--- src/rtl/restoring_divider16_if.sv ---
// Divider request/result bundle.
//   master (requester): drives start, dividend, divisor; observes results and status.
//   slave  (divider):   samples the request; drives quotient, remainder, busy, done, div_by_zero.
interface restoring_divider16_if #(
  parameter int unsigned WIDTH = 16
);
  logic             start;
  logic [WIDTH-1:0] dividend;
  logic [WIDTH-1:0] divisor;
  logic [WIDTH-1:0] quotient;
  logic [WIDTH-1:0] remainder;
  logic             busy;
  logic             done;
  logic             div_by_zero;

  modport master (
    output start, dividend, divisor,
    input  quotient, remainder, busy, done, div_by_zero
  );

  modport slave (
    input  start, dividend, divisor,
    output quotient, remainder, busy, done, div_by_zero
  );
endinterface

--- src/rtl/restoring_divider16.sv ---
// Multi-cycle unsigned restoring divider: one quotient bit per clock.
// Ports:
//   clk_i  - clock, all state changes on the rising edge
//   rst_i  - synchronous active-high reset
//   div_if - slave side of restoring_divider16_if
//            (start/dividend/divisor in; quotient/remainder/busy/done/div_by_zero out)
// A start accepted in IDLE yields done one cycle after the 16th CALC edge.
// Divisor zero short-circuits straight to DONE with quotient all-ones and
// remainder equal to the dividend.
module restoring_divider16 #(
  parameter int unsigned WIDTH = 16
) (
  input  logic                 clk_i,
  input  logic                 rst_i,
  restoring_divider16_if.slave div_if
);

  localparam int unsigned CW = $clog2(WIDTH);

  typedef enum logic [1:0] {
    IDLE = 2'd0,
    CALC = 2'd1,
    DONE = 2'd2
  } state_e;

  state_e           state_q, state_d;
  logic [CW-1:0]    cnt_q, cnt_d;
  logic [WIDTH-1:0] wq_q, wq_d;     // working quotient, dividend shifts out of its MSB
  logic [WIDTH-1:0] wr_q, wr_d;     // working partial remainder
  logic [WIDTH-1:0] dvs_q, dvs_d;   // divisor captured at start
  logic [WIDTH-1:0] quo_q, quo_d;
  logic [WIDTH-1:0] rem_q, rem_d;
  logic             dbz_q, dbz_d;

  logic [WIDTH:0]   trial_c;
  logic [WIDTH-1:0] q_next_c;
  logic [WIDTH-1:0] r_next_c;

  // State and datapath registers.
  always_ff @(posedge clk_i) begin
    if (rst_i) begin
      state_q <= IDLE;
      cnt_q   <= '0;
      wq_q    <= '0;
      wr_q    <= '0;
      dvs_q   <= '0;
      quo_q   <= '0;
      rem_q   <= '0;
      dbz_q   <= 1'b0;
    end else begin
      state_q <= state_d;
      cnt_q   <= cnt_d;
      wq_q    <= wq_d;
      wr_q    <= wr_d;
      dvs_q   <= dvs_d;
      quo_q   <= quo_d;
      rem_q   <= rem_d;
      dbz_q   <= dbz_d;
    end
  end

  // Next-state and datapath update.
  always_comb begin
    state_d = state_q;
    cnt_d   = cnt_q;
    wq_d    = wq_q;
    wr_d    = wr_q;
    dvs_d   = dvs_q;
    quo_d   = quo_q;
    rem_d   = rem_q;
    dbz_d   = dbz_q;

    // Partial remainder stays below the divisor, so bit WIDTH of the
    // trial difference is a reliable borrow (negative) flag.
    trial_c = {wr_q, wq_q[WIDTH-1]} - {1'b0, dvs_q};
    if (trial_c[WIDTH]) begin
      r_next_c = {wr_q[WIDTH-2:0], wq_q[WIDTH-1]};
      q_next_c = {wq_q[WIDTH-2:0], 1'b0};
    end else begin
      r_next_c = trial_c[WIDTH-1:0];
      q_next_c = {wq_q[WIDTH-2:0], 1'b1};
    end

    case (state_q)
      IDLE: begin
        if (div_if.start) begin
          dvs_d = div_if.divisor;
          if (div_if.divisor == '0) begin
            quo_d   = '1;
            rem_d   = div_if.dividend;
            dbz_d   = 1'b1;
            state_d = DONE;
          end else begin
            wq_d    = div_if.dividend;
            wr_d    = '0;
            cnt_d   = '0;
            dbz_d   = 1'b0;
            state_d = CALC;
          end
        end
      end
      CALC: begin
        wq_d  = q_next_c;
        wr_d  = r_next_c;
        cnt_d = cnt_q + CW'(1);
        if (cnt_q == CW'(WIDTH - 1)) begin
          quo_d   = q_next_c;
          rem_d   = r_next_c;
          state_d = DONE;
        end
      end
      DONE:    state_d = IDLE;
      default: state_d = IDLE;
    endcase
  end

  assign div_if.quotient    = quo_q;
  assign div_if.remainder   = rem_q;
  assign div_if.div_by_zero = dbz_q;
  assign div_if.busy        = (state_q == CALC);
  assign div_if.done        = (state_q == DONE);

endmodule

--- src/flat_wrapper.sv ---
// flat-port wrapper written by rule: the top's interface ports become plain ports
module restoring_divider16_flat 
#(
  parameter int unsigned WIDTH = 16
)
  (clk_i, rst_i, div_if_start, div_if_dividend, div_if_divisor, div_if_quotient, div_if_remainder, div_if_busy, div_if_done, div_if_div_by_zero);
  restoring_divider16_if #(.WIDTH(WIDTH)) div_if_i ();
  input  logic clk_i;
  input  logic rst_i;
  input wire logic [$bits(div_if_i.start)-1:0] div_if_start;
  input wire logic [$bits(div_if_i.dividend)-1:0] div_if_dividend;
  input wire logic [$bits(div_if_i.divisor)-1:0] div_if_divisor;
  output wire logic [$bits(div_if_i.quotient)-1:0] div_if_quotient;
  output wire logic [$bits(div_if_i.remainder)-1:0] div_if_remainder;
  output wire logic [$bits(div_if_i.busy)-1:0] div_if_busy;
  output wire logic [$bits(div_if_i.done)-1:0] div_if_done;
  output wire logic [$bits(div_if_i.div_by_zero)-1:0] div_if_div_by_zero;
  assign div_if_i.start = div_if_start;
  assign div_if_i.dividend = div_if_dividend;
  assign div_if_i.divisor = div_if_divisor;
  assign div_if_quotient = div_if_i.quotient;
  assign div_if_remainder = div_if_i.remainder;
  assign div_if_busy = div_if_i.busy;
  assign div_if_done = div_if_i.done;
  assign div_if_div_by_zero = div_if_i.div_by_zero;
  restoring_divider16 #(.WIDTH(WIDTH)) u_core (.clk_i(clk_i), .rst_i(rst_i), .div_if(div_if_i));
endmodule
--- config.mk ---
export PLATFORM = sky130hd
export DESIGN_NAME = restoring_divider16_flat
export DESIGN_NICKNAME = d
export VERILOG_FILES = /design/src/rtl/restoring_divider16_if.sv /design/src/rtl/restoring_divider16.sv /design/src/flat_wrapper.sv
export SDC_FILE = /design/constraint.sdc
export NUM_CORES = 1
export LEC_CHECK = 0
export CAP_MARGIN = 20
export CORE_ASPECT_RATIO = 0.9
export CORE_UTILIZATION = 35
export DETAILED_ROUTE_END_ITERATION = 8
export PLACE_DENSITY = 0.58
export SYNTH_ARGS = -nofsm -noshare
export SYNTH_HDL_FRONTEND = slang
export SYNTH_SLANG_ARGS = --single-unit
--- constraint.sdc ---
create_clock -name clk_i -period 3.7 [get_ports clk_i]
set_input_delay 0.925 -clock clk_i [delete_from_list [all_inputs] [get_ports clk_i]]
set_output_delay 0.925 -clock clk_i [all_outputs]
set_load 0.01 [all_outputs]
# Yosys cells after proc, flatten, opt, wreduce, memory -nomap -nowiden
# Index checks and enable logic that the tools add are counted.
# totals
regBits	87
inputBits	35
elab_cells	48
out_inout_bits	35
# op_classes
n_addsub	2
n_reduce_logical	7
muxes	24
n_eq_ne	7
# ops
op	n
two-way mux 16 bit	11
one-hot mux 16 bit (2 select lines)	4
subtractor 17 x 16 -> 17 bit	1
zero test 16 bit	1
two-way mux 4 bit	2
one-hot mux 4 bit (2 select lines)	1
two-way mux 2 bit	3
adder 4 x 1 -> 4 bit, second input constant	1
equality test 4 bit, second input constant	1
!= test 2 x 1 -> 1 bit, second input constant	2
!= test 2 bit, second input constant	2
one-hot mux 2 bit (2 select lines)	1
AND reduction 2 bit	2
AND reduction 4 bit	1
AND reduction 3 bit	1
equality test 2 x 1 -> 1 bit, second input constant	1
equality test 2 bit, second input constant	1
zero test 2 bit	1
two-way mux 1 bit	2
nonzero test 2 bit	1

# Logic depth before layout (Yosys ltp)
# logic_depth
depth_word	4
depth_mapped	12

# Worst setup path after synthesis
# No wires, ideal clock.
# synth_timing
path_kind	register to register
from	reg u_core.wq_q[15]
to	reg u_core.rem_q[6], in the netlist u_core.div_if.remainder[6]
slack_ns	1.142
stages_incl_launch_ff	13
arrival_ns	2.425
synth_period_minus_slack_ns	2.558
path_buffers	1
required_time_ns	3.566
path_cell_list	dfxtp_1 inv_1 ha_1 inv_1 fa_1 a21o_1 a221oi_4 a21oi_2 o21a_4 nor2_8 buf_6 mux2i_1 o22ai_1
# synth_via
elab_chain_cells	4
# synth_lines
item	line	text
start, declared	restoring_divider16.sv:28	logic [WIDTH-1:0] wq_q, wq_d;
start signal, assigned	restoring_divider16.sv:53	wq_q <= wq_d;
subtractor 17 x 16 -> 17 bit	restoring_divider16.sv:75	trial_c = {wr_q, wq_q[WIDTH-1]} - {1'b0, dvs_q};
two-way mux 16 bit	restoring_divider16.sv:76	if (trial_c[WIDTH]) begin
two-way mux 16 bit	restoring_divider16.sv:106	if (cnt_q == CW'(WIDTH - 1)) begin
one-hot mux 16 bit (2 select lines)	restoring_divider16.sv:84	case (state_q)
end signal, assigned	restoring_divider16.sv:57	rem_q <= rem_d;
end, declared	restoring_divider16.sv:32	logic [WIDTH-1:0] rem_q, rem_d;
# Every way passes these cells. The select of a mux whose other input is x is not followed.
# A chain may end at the register's enable or synchronous reset.

# Worst setup path in the final report
# layout_timing
from	reg u_core.wq_q[15]
to	reg u_core.rem_q[9], in the netlist u_core.div_if.remainder[9]
# The elaborated chain is that of the path after synthesis.

==> summary.txt <==
Routing
  • DR DRC count: 0
  • Initial DRT Pass Iterations: 4
  • DRT antenna net count: 0
  • Via count: 4040
  • Drt total wl: 12.2 mm
  • 1st-iter DRT viols: 263
  • Routed wire per std cell: between 15 and 20 µm
  • Via density per instance: ~5.3

STA
  • RSZ-0062 raised after global routing: no
  • Worst Skew: roughly 8.5 ps
  • Slew @ Worst Pin: approximately 720 ps
  • Fin. Hold Viols: 0
  • Final setup viols: 0
  • Slew Limit Fails: 0
  • Final worst-path cycle share: 81.5%
  • Slew HR: 51.7%
  • Sum Neg Setup Slack: 0 ps
  • F_max: between 0.3 and 0.4 GHz
  • Fin crit period: between 3000 and 4000 ps

Logic synthesis
  • Simple logic cell fraction of the synthesized area: between 20 and 25%
  • Synth warn: 0
  • Synth Area in Adders: under 10%
  • Number of distinct library cells after synthesis: 57
  • Xor and xnor area share after synthesis: ~2.0%
  • Dominant synthesized flop cell: dfxtp_1
  • Largest cells by area after synthesis: dfxtp_1, nand2_1, nor2_1
  • Synth top area share: between 30% and 40%
  • Mapped Nets: roughly 600
  • Leading area contributor after synthesis: dfxtp_1
  • Synthesized flop and latch total: a little under 90
  • Fraction of registers with async set or reset after synthesis: 0%
  • EDFF count, synth: 0
  • Sequential element share of the synthesized area: 39.8%
  • Post-synthesis mux area share: 1.60%
  • Syn_area_per_cell: between 8 and 9 µm²
  • Cells after synthesis: about 550
  • Syn Std Cell Area: ~4400 µm²
  • Synth Area in Compound Gates: 23.8%
  • Largest family of logic cells by synthesized area: compound AO/OA/AOI/OAI gates

GRT
  • Routing usage on met2: a little under a third
  • All-Layer GR Usage: 19.8%
  • Initial antenna violation count: 0
  • First-pass GRT wire length: roughly 20 mm
  • Met1 usage: around 27%
  • Total grt overflow: 0
  • GR peak layer: met2
  • Pin count of the biggest net entering global routing: 69
  • M3 GR Usage: under 10%
  • Number of global-route vias before repair: slightly below 4000

Worst setup path
  • Crit path max fanout: 14
  • Crit path launch type: flip-flop
  • Crit path required time: between 3000 and 4000 ps
  • Crit path kind: reg2reg
  • Crit path DAT: 3210 ps
  • Worst setup EP type: flip-flop

Place
  • Dpl hpwl: 8.91 mm
  • RePlAce Congestion: approximately 0.83
  • Input/output buffers: 69

Clock network
  • H-Tree Depth: 3
  • Post-CTS Resized: 0
  • Num Clock Sinks: 87
  • Worst-Skew Late Latency: 350 ps
  • CTS tree: yes
  • Setup Buffers After CTS: 0
  • Num CTS Buffers: 9
  • Root Driver: clkbuf_16
  • CTS Hold Buffers Added: 0
  • CTS Buffer Depth: 2
  • Clock transition at path regs: 70 ps

Finish
  • Final #Nets: 654
  • # fillers: ~1200
  • Synth-to-layout area growth: 25.8%
  • Most frequent cells in the layout: nand2_1, dfxtp_1, clkdlybuf4s50_1, nor2_1, a21oi_1
  • Finished Core Util: between 40% and 50%
  • Most common cell after layout, fill and taps aside: nand2_1
  • Share of cells above drive strength 1: 7.26%
  • Antenna cells: 0

Run
  • Max_cap viols: 0

Floorplanning
  • Die Height: about 110 µm
  • Die width: between 100 and 150 µm
  • I/O pin total: 70
  • Cell row count: 38
  • Die area: 13000 µm²
  • CORE AREA: roughly 12000 µm²
  • Initial Util: between 30% and 40%

Run status
  • Status: finished clean

Worst hold path
  • Worst hold path class: reg2reg

Power and ir drop
  • Power density over the cells: just under 800 nW/µm²
  • Lkg Pwr: between 2 and 2.5 nW
  • Max VDD drop: roughly 0.49 mV
-- routing by layer --
layer | routed length [µm] | up-vias
met1 | 5880 | 1884
met2 | 5540 | 90
met4 | 155 | 0
met5 | 0 | -
met3 | 610 | 13
li1 | - | 2053
-- stage by stage --
step	std cells	hold WS, ps	cell area, µm²	worst slack [ps]	total power, W
2_1_floorplan	546	436	4380	1140	0.00288
3_3_place_gp	750	445	5180	545	0.00335
3_5_place_dp	750	448	5180	486	0.00336
4_1_cts	766	457	5510	710	0.00436
5_1_grt	766	470	5510	535	0.00462
6_report	766	452	5510	685	0.00434
-- path summary, 6_finish.rpt --
kind / from / to / slack (ps) / cells after the start
max: u_core.wq_q[15]$_SDFFE_PP0P_ / u_core.div_if.remainder[9]$_SDFFE_PP0P_ / 690 / 11
min: u_core.dvs_q[13]$_SDFFE_PP0P_ / u_core.dvs_q[13]$_SDFFE_PP0P_ / 450 / 2
max reg2reg: u_core.wq_q[15]$_SDFFE_PP0P_ / u_core.div_if.remainder[9]$_SDFFE_PP0P_ / 690 / 11
min reg2reg: u_core.dvs_q[13]$_SDFFE_PP0P_ / u_core.dvs_q[13]$_SDFFE_PP0P_ / 450 / 2
-- cell type report --
cell class                      count  area (µm²)  share of cell area (%)
Clock buffer                        9         225                    4.09
Multi-Input combinational cell    404        2410                    43.9
Clock inverter                      7        95.1                    1.73
Timing Repair Buffer               77         746                    13.5
Tap cell                          160         200                    3.64
Inverter                           22        82.6                    1.50
Sequential cell                    87        1740                    31.6
-- cells by family (layout without fill, tap and decap cells) --
group / count (synthesis) / after routing
compound gates: 152 / 152
mux: 7 / 7
xor+xnor: 10 / 10
simple gates: 217 / 217
buf+inv: 55 / 115
fa+ha+maj: 18 / 18
flops: 87 / 87
-- cell usage after synthesis (all sizes together) (2+ instances only) --
library cell  instances
a31oi                10
o22ai                 9
and4                  2
a21boi                5
nand4                 2
or3                   2
and3                  8
nor2                 60
o31a                  2
a311oi               16
dfxtp                87
nand2                90
o31ai                 2
o21ai                34
nor2b                 2
clkbuf               26
mux2i                 7
nor3                 36
inv                  22
o21a                  9
a21oi                43
nor4                  6
buf                   7
nand2b                2
ha                   17
a41oi                 3
nand3                 5
a21o                  4
a211oi                6
xnor2                 9
-- power by group --
group,leakage (nW),internal (W),switching [W]
Sequential,0.709,0.00103,0.0000967
Combinational,1.15,0.000888,0.00133
Clock,0.156,0.000594,0.000392
-- registers in the layout, summed over array words and instances (netlist names) --
name / count
u_core.cnt_q: 4
u_core.div_if.div_by_zero: 1
u_core.div_if.quotient: 16
u_core.div_if.remainder: 16
u_core.dvs_q: 16
u_core.state_q: 2
u_core.wq_q: 16
u_core.wr_q: 16
-- critical path, stage by stage, from the launching register on --
cell and delay (ps):
dfxtp_1 330, inv_1 60, ha_1 150, inv_1 50
fa_1 410, a21o_1 230, a221oi_4 340, a21oi_2 190
o21a_4 290, nor2_8 280, mux2i_1 400, o22ai_1 120
No activity file was read; power rests on OpenSTA's default activity.
